### src/rtl/mcpu_program_loader.sv
// mcpu_program_loader: boot-time loader for the MCPU instruction RAM.
// Accepts a byte-stream image (COUNT, N big-endian words, checksum byte),
// writes the words to consecutive RAM addresses and releases the CPU from
// reset only after the XOR checksum over the image matches.
module mcpu_program_loader #(
  parameter int WORD_SIZE = 16,
  parameter int ADDR_SIZE = 8,
  parameter int RAM_SIZE  = 256
) (
  input  logic                 clk,
  input  logic                 reset,
  input  logic                 start,
  input  logic [7:0]           in_data,
  input  logic                 in_valid,
  output logic                 in_ready,
  output logic                 mem_we,
  output logic [ADDR_SIZE-1:0] mem_addr,
  output logic [WORD_SIZE-1:0] mem_wdata,
  output logic                 cpu_reset,
  output logic                 done,
  output logic                 error
);

  typedef enum logic [2:0] {
    S_IDLE  = 3'd0,
    S_COUNT = 3'd1,
    S_HI    = 3'd2,
    S_LO    = 3'd3,
    S_WRITE = 3'd4,
    S_CHECK = 3'd5,
    S_DONE  = 3'd6,
    S_ERR   = 3'd7
  } state_t;

  // Running XOR checksum: fold one more image byte into the accumulator.
  function automatic logic [7:0] csum_update(input logic [7:0] acc,
                                             input logic [7:0] b);
    return acc ^ b;
  endfunction

  state_t                 state_r;
  state_t                 next_state_s;
  logic                   in_ready_s;
  logic                   xfer_s;
  logic [7:0]             csum_r;
  logic [7:0]             hi_r;
  logic [ADDR_SIZE-1:0]   count_r;
  logic [ADDR_SIZE-1:0]   idx_r;
  logic                   mem_we_r;
  logic [ADDR_SIZE-1:0]   mem_addr_r;
  logic [WORD_SIZE-1:0]   mem_wdata_r;
  logic                   cpu_reset_r;
  logic                   done_r;
  logic                   error_r;

  // The loader takes bytes only in the byte-consuming states, never in WRITE.
  always_comb begin
    in_ready_s = 1'b0;
    case (state_r)
      S_COUNT, S_HI, S_LO, S_CHECK: in_ready_s = 1'b1;
      default:                      in_ready_s = 1'b0;
    endcase
  end

  assign xfer_s = in_valid & in_ready_s;

  // Next-state logic; start is honoured only in the resting states.
  always_comb begin
    next_state_s = state_r;
    case (state_r)
      S_IDLE, S_DONE, S_ERR: begin
        if (start) next_state_s = S_COUNT;
        else       next_state_s = state_r;
      end
      S_COUNT: begin
        if (xfer_s) next_state_s = S_HI;
        else        next_state_s = S_COUNT;
      end
      S_HI: begin
        if (xfer_s) next_state_s = S_LO;
        else        next_state_s = S_HI;
      end
      S_LO: begin
        if (xfer_s) next_state_s = S_WRITE;
        else        next_state_s = S_LO;
      end
      S_WRITE: begin
        if (idx_r == count_r) next_state_s = S_CHECK;
        else                  next_state_s = S_HI;
      end
      S_CHECK: begin
        if (xfer_s) begin
          if (in_data == csum_r) next_state_s = S_DONE;
          else                   next_state_s = S_ERR;
        end else begin
          next_state_s = S_CHECK;
        end
      end
      default: next_state_s = S_IDLE;
    endcase
  end

  // State register.
  always_ff @(posedge clk or posedge reset) begin
    if (reset) state_r <= S_IDLE;
    else       state_r <= next_state_s;
  end

  // Datapath: checksum, word count, word index, high byte and RAM address/data.
  always_ff @(posedge clk or posedge reset) begin
    if (reset) begin
      csum_r      <= 8'd0;
      hi_r        <= 8'd0;
      count_r     <= {ADDR_SIZE{1'b0}};
      idx_r       <= {ADDR_SIZE{1'b0}};
      mem_addr_r  <= {ADDR_SIZE{1'b0}};
      mem_wdata_r <= {WORD_SIZE{1'b0}};
    end else begin
      case (state_r)
        S_IDLE, S_DONE, S_ERR: begin
          if (start) begin
            csum_r <= 8'd0;
            idx_r  <= {ADDR_SIZE{1'b0}};
          end
        end
        S_COUNT: begin
          if (xfer_s) begin
            count_r <= ADDR_SIZE'(in_data);
            csum_r  <= csum_update(csum_r, in_data);
          end
        end
        S_HI: begin
          if (xfer_s) begin
            hi_r   <= in_data;
            csum_r <= csum_update(csum_r, in_data);
          end
        end
        S_LO: begin
          // Word address/data are captured here so they are stable during WRITE.
          if (xfer_s) begin
            csum_r      <= csum_update(csum_r, in_data);
            mem_addr_r  <= idx_r;
            mem_wdata_r <= WORD_SIZE'({hi_r, in_data});
          end
        end
        S_WRITE: begin
          // Index stops at the last word so it never wraps past the RAM top.
          if (idx_r != count_r) idx_r <= idx_r + {{(ADDR_SIZE-1){1'b0}}, 1'b1};
        end
        default: begin
        end
      endcase
    end
  end

  // Status outputs are registered from the next state so they track the state.
  always_ff @(posedge clk or posedge reset) begin
    if (reset) begin
      mem_we_r    <= 1'b0;
      cpu_reset_r <= 1'b1;
      done_r      <= 1'b0;
      error_r     <= 1'b0;
    end else begin
      mem_we_r    <= (next_state_s == S_WRITE);
      cpu_reset_r <= (next_state_s != S_DONE);
      done_r      <= (next_state_s == S_DONE);
      error_r     <= (next_state_s == S_ERR);
    end
  end

  assign in_ready  = in_ready_s;
  assign mem_we    = mem_we_r;
  assign mem_addr  = mem_addr_r;
  assign mem_wdata = mem_wdata_r;
  assign cpu_reset = cpu_reset_r;
  assign done      = done_r;
  assign error     = error_r;

endmodule

### config.mk
export PLATFORM = sky130hd
export DESIGN_NAME = mcpu_program_loader
export DESIGN_NICKNAME = d
export VERILOG_FILES = /design/src/rtl/mcpu_program_loader.sv
export SDC_FILE = /design/constraint.sdc
export NUM_CORES = 1
export LEC_CHECK = 0
export CAP_MARGIN = 30
export CORE_ASPECT_RATIO = 1.1
export CORE_MARGIN = 4
export CORE_UTILIZATION = 25
export DETAILED_ROUTE_END_ITERATION = 12
export GPL_TIMING_DRIVEN = 0
export PLACE_DENSITY_LB_ADDON = 0.2
export SYNTH_ARGS = -nofsm -noshare
export SYNTH_HDL_FRONTEND = slang
export SYNTH_SLANG_ARGS = --single-unit
### constraint.sdc
create_clock -name clk -period 4.5 [get_ports clk]
set_clock_uncertainty 0.05 [all_clocks]
set_input_delay 1.125 -clock clk [delete_from_list [all_inputs] [get_ports clk]]
set_output_delay 1.125 -clock clk [all_outputs]
set_load 0.05 [all_outputs]
**After elaboration in Yosys (flattened, before gate mapping)**

Cells that the tools add are included.

- Add/subtract/negate cells: 1
- Equality and inequality tests: 17
- Muxes and demuxes: 14
- Bitwise logic cells: 2
- Reduce and logical (&&, ||, !) cells: 11

Operator list:

| cell | count |
|---|---|
| $pmux W8 S2 | 2 |
| $mux W8 | 3 |
| $eq A3 B3 Y1 const B | 7 |
| $pmux W3 S6 | 1 |
| $eq A8 B8 Y1 | 2 |
| $mux W3 | 4 |
| $add A8 B1 Y8 const B | 1 |
| $ne A8 B8 Y1 | 1 |
| $xor A8 B8 Y8 | 1 |
| $eq A3 B2 Y1 const B | 2 |
| $reduce_and A2 Y1 | 3 |
| $reduce_and A3 Y1 | 2 |
| $reduce_or A3 Y1 | 2 |
| $ne A2 B2 Y1 const B | 2 |
| $reduce_bool A2 Y1 | 2 |
| $reduce_or A4 Y1 | 1 |
| $eq A3 B1 Y1 const B | 1 |
| $logic_not A3 Y1 | 1 |
| $mux W1 | 3 |
| $ne A3 B3 Y1 const B | 1 |
| $mux W2 | 1 |
| $ne A2 B1 Y1 const B | 1 |
| $and A1 B1 Y1 | 1 |

- Register bits after elaboration: 63
- Input port bits: 12
- Output and inout bits: 29
- Word-level logic and storage cells: 56

**Logic depth before layout (Yosys ltp)**

Gate-level depths: netlist (run 1).

- Depth after elaboration: 7
- Depth in mapped cells: 8
- Gate-level depth less buffers: 7

**Worst setup path after synthesis (run 1)**

OpenSTA, ideal clock, no wires.

- Path kind: register to output
- Start: reg state_r[0]
- End: out in_ready
- Arrival: 1.445 ns
- Data required time: 3.325 ns
- Path slack: 1.880 ns
- Stages on the path, launching flop included: 5
- Path buffers: 2
- Cell sequence: dfrtp_1 -> buf_6 -> buf_2 -> nor2_1 -> a21oi_1

- Word-level cells in the longest chain between the ends: 3
- Elaborated cells on any way between the ends: 6
- Classes of those cells: eq/ne (4); mux (1); reduce/logical (1)

Ends and longest elaborated chain:

| what | RTL line | text |
|---|---|---|
| start: declaration | 41 | `state_t state_r;` |
| start signal: assignment | 106 | `else state_r <= next_state_s;` |
| $eq A3 B2 Y1 (tied with other cells) | 59 | `case (state_r)` |
| $reduce_or A4 Y1 * | 59 |  |
| $mux W1 * | 59 |  |
| end: declaration | 15 | `output logic in_ready,` |

Every way passes the cells marked *; elsewhere a longest branch is shown, timed or not.

**Worst setup path after layout (run 1)**

- Start: reg state_r[1]
- End: out in_ready

The elaborated chain is that of the path after synthesis.

==> flow_summary.yaml, run 1 <==
status:
  status: "complete, no violations"
min_path:
  hold_class: "register to register"
  hold_path_startpoint: "hi_r[1]"
  min_to: "mem_wdata[9]"
  hold_depth: 1
floorplan:
  die-height_um: 125
  pin_count: 41
  num_rows: 42
  start_util_pct: 25.8
  die-area_um2: 14400
  core_area_um2: 12100
  die_w_um: 115
timing:
  setup_viol: 0
  rsz0062_at_grt: "false"
  max_slew_margin_pct: 57.1
  min_period_ns: 3.20
  final.setup.tns_ns: 0
  final-max-slew-violation-count: 0
  fin_ws_ns: 1.30
  hold_viol: 0
  worst_pin_slew_ns: 0.640
  maxClockFrequency_ghz: 0.312
  fin_crit_sh_pct: 71.2
worst_setup_path:
  critical-path-max-stage-delay_ns: 0.82
  worst_r2r_endpoint: "mem_we"
  crit_family: "buffers and inverters"
  crit_fanout: 10
  required_ns: 3.32
  crit_buf_inv: 2
  reg2reg_from: "state_r[1]"
  cp-end-kind: "output port"
  cp_slowest_cell: "clkdlybuf4s50_1"
  r2r_slack_ns: 2.25
  path_cells: "buf_2, nor2_1, a21oi_1, clkdlybuf4s50_1"
  worstSetupStartpointType: "register"
  cp.arrival_ns: 2.03
  r2r_cells: 7
  critPathKind: "register to output port"
clocking:
  cts.clk_slew.worst_paths_ns: 0.05
  cts_inserted_buffers: 9
  cts_setup_buffers: 0
  clkLatencyLatePin_ns: 0.32
  cts-root-buf: "clkbuf_16"
  cts_tree: "yes"
  postCtsResizedCells: 0
  cts_hold_buf: 0
  cts-htree-levels: 3
  cts_buffer_depth: 2
  cts_sinks: 63
placed_design:
  place_congestion: 0.810
  io_buffers: 40
  post-dp-hpwl_um: 5000
  place_ws_ns: 1.37
  placed_area_um2: 3750
pwr:
  power.density_nw_per_um2: 726
  p_leak_nw: 1.72
  ir_drop_mv: 0.341
layout:
  synthToLayoutAreaGrowth_pct: 30.0
  fillCellCount: 1227
  antenna_cells: 0
  final_cell_area_um2: 4080
  final_util_pct: 33.6
  final_nets: 336
  drive_gt1_share_pct: 18.5
logic_synthesis:
  async_reset_ff_share_pct: 100
  synthCells: 269
  synth_area_leaders: "dfrtp_1, mux2_2, mux2_1"
  syn_nets: 284
  synth_area_um2: 3140
  ys_ff_latch: 63
  ys_seq_area_share_pct: 50.3
  yosys.area.top_type_share_pct: 49.5
  synthFlopType: "dfrtp_1"
  syn_area_per_cell_um2: 11.7
  synth.largest_area_cell: "dfrtp_1"
  ys_types: 55
  ys.warnings.count: 0
  synth-edff-count: 0
global_route:
  grt_usage_pct: 10.5
  gr-total-overflow: 0
  grt_start_max_net_pins: 37
  first_global_vias: 2381
  antenna_found_initial: 0
  grt_pass1_wl_um: 12100
route:
  route.detailed.drc: 0
  initialDrtViolationCount: 68
  ant_nets: 0
  vias: 2211
  finalWirelength_um: 6940
  drt-wirelength-per-cell_um: 14.5
  vias_per_cell: 4.62
  drt-pass1-iter-count: 4
job:
  drv_cap: 0
-- how the worst max path moves through the flow --
stage | from | end | cells past startpoint
floorplan | reset | count_r[0] | 1
global placement | reset | mem_wdata[5] | 2
detailed placement | start | csum_r[4] | 6
CTS | state_r[1] | in_ready | 4
global route | state_r[0] | in_ready | 5
finish | state_r[1] | in_ready | 4
-- layout by cell type (no fill, tap or decap), drive strengths merged, types with 3 or more instances in the layout --
| cell | n |
|---|---|
| dfrtp | 62 |
| clkdlybuf4s50 | 40 |
| mux2 | 38 |
| nor2 | 17 |
| inv | 15 |
| nand2 | 13 |
| clkbuf | 13 |
| buf | 13 |
| o21ai | 10 |
| xnor2 | 8 |
| nand3 | 8 |
| o31a | 8 |
| a31o | 7 |
| xor2 | 7 |
| a31oi | 6 |
| a21oi | 5 |
| nor2b | 5 |
| nand4 | 4 |
| nand2b | 4 |
| a21o | 3 |
| ha | 3 |
| bufinv | 3 |
| o211ai | 3 |
| nor3 | 3 |
-- cells in the mapped netlist (all sizes together) (2+ instances only) --
cell / instances
a21oi: 5
nor2b: 5
or3: 2
o31a: 8
nor4: 2
a21o: 3
a31oi: 6
and4: 2
nand2b: 4
mux2: 38
or4: 2
nand2: 13
o21ai: 10
dfrtp: 62
nor2: 17
buf: 12
o211ai: 3
or2: 2
nor3: 3
inv: 15
a2111oi: 2
a31o: 7
xnor2: 8
nand4: 4
clkbuf: 2
nand3: 8
ha: 3
xor2: 7
a211o: 2
-- registers in the layout, indices dropped and copies added (netlist names) --
signal / flops
hi_r: 8
mem_we: 1
idx_r: 8
done: 1
error: 1
cpu_reset: 1
state_r: 3
mem_addr: 8
csum_r: 8
mem_wdata: 16
count_r: 8
-- layout make-up --
type                       count  area, µm²  area share, %
inverter                      15       56.3           1.38
multi-input combinational    177       1410           34.6
sequential                    63       1580           38.7
buffer                        14       91.3           2.24
clock buffer                  11        233           5.71
timing repair buffer          41        420           10.3
clock inverter                 4       95.1           2.33
tap                          154        193           4.73
-- through the flow --
stage,instances,hold WS (ns),power [mW]
finish,479,0.437,2.96
CTS,479,0.443,3.00
global placement,463,0.415,2.20
floorplan,269,0.404,1.84
global route,479,0.456,3.14
detailed placement,464,0.428,2.22
-- kinds of logic (layout without fill, tap and decap cells) --
family / Yosys count / count (layout) / share of synthesized area (%)
compound gates: 52 / 52 / 13.4
mux: 39 / 39 / 14.0
flops: 63 / 63 / 50.3
simple gates: 68 / 68 / 12.2
fa+ha+maj: 3 / 3 / 1.20
buf+inv: 29 / 85 / 4.71
xor+xnor: 15 / 15 / 4.19
-- power breakdown --
part | internal [mW] | switching (mW)
Combinational | 0.517 | 0.753
Clock | 0.537 | 0.234
Sequential | 0.782 | 0.138
-- per-layer routing --
layer,vias up,global-route usage [%],wire length (µm)
li1,1067,-,-
met1,1095,13.6,3190
met2,40,17.2,3350
met3,9,2.75,301
met4,0,3.52,89
met5,-,0,0
No activity file was read; power rests on OpenSTA's default activity.
==> run 2: changes to the inputs <==
clock period = 3.1 ns   (was 4.5 ns; I/O delays follow)
==> results of run 2 <==
Same layout as run 1 (identical final DEF). Status: complete, no violations.
Among the figures that moved: setup slack after placement 1.37 ns -> 0.315 ns; setup slack after layout 1.30 ns -> 0.246 ns; register-to-register setup slack 2.25 ns -> 0.85 ns; total power 2.96 mW -> 4.30 mW; worst IR drop on VDD 0.341 mV -> 0.496 mV
==> run 3: changes to the inputs <==
clock period = 3.36 ns   (was 3.1 ns; I/O delays follow)
==> results of run 3 <==
Same layout as run 1 (identical final DEF). Status: complete, no violations.
Among the figures that moved: setup slack after placement 1.37 ns -> 0.510 ns; setup slack after layout 1.30 ns -> 0.441 ns; register-to-register setup slack 2.25 ns -> 1.11 ns; total power 2.96 mW -> 3.96 mW; worst IR drop on VDD 0.341 mV -> 0.457 mV
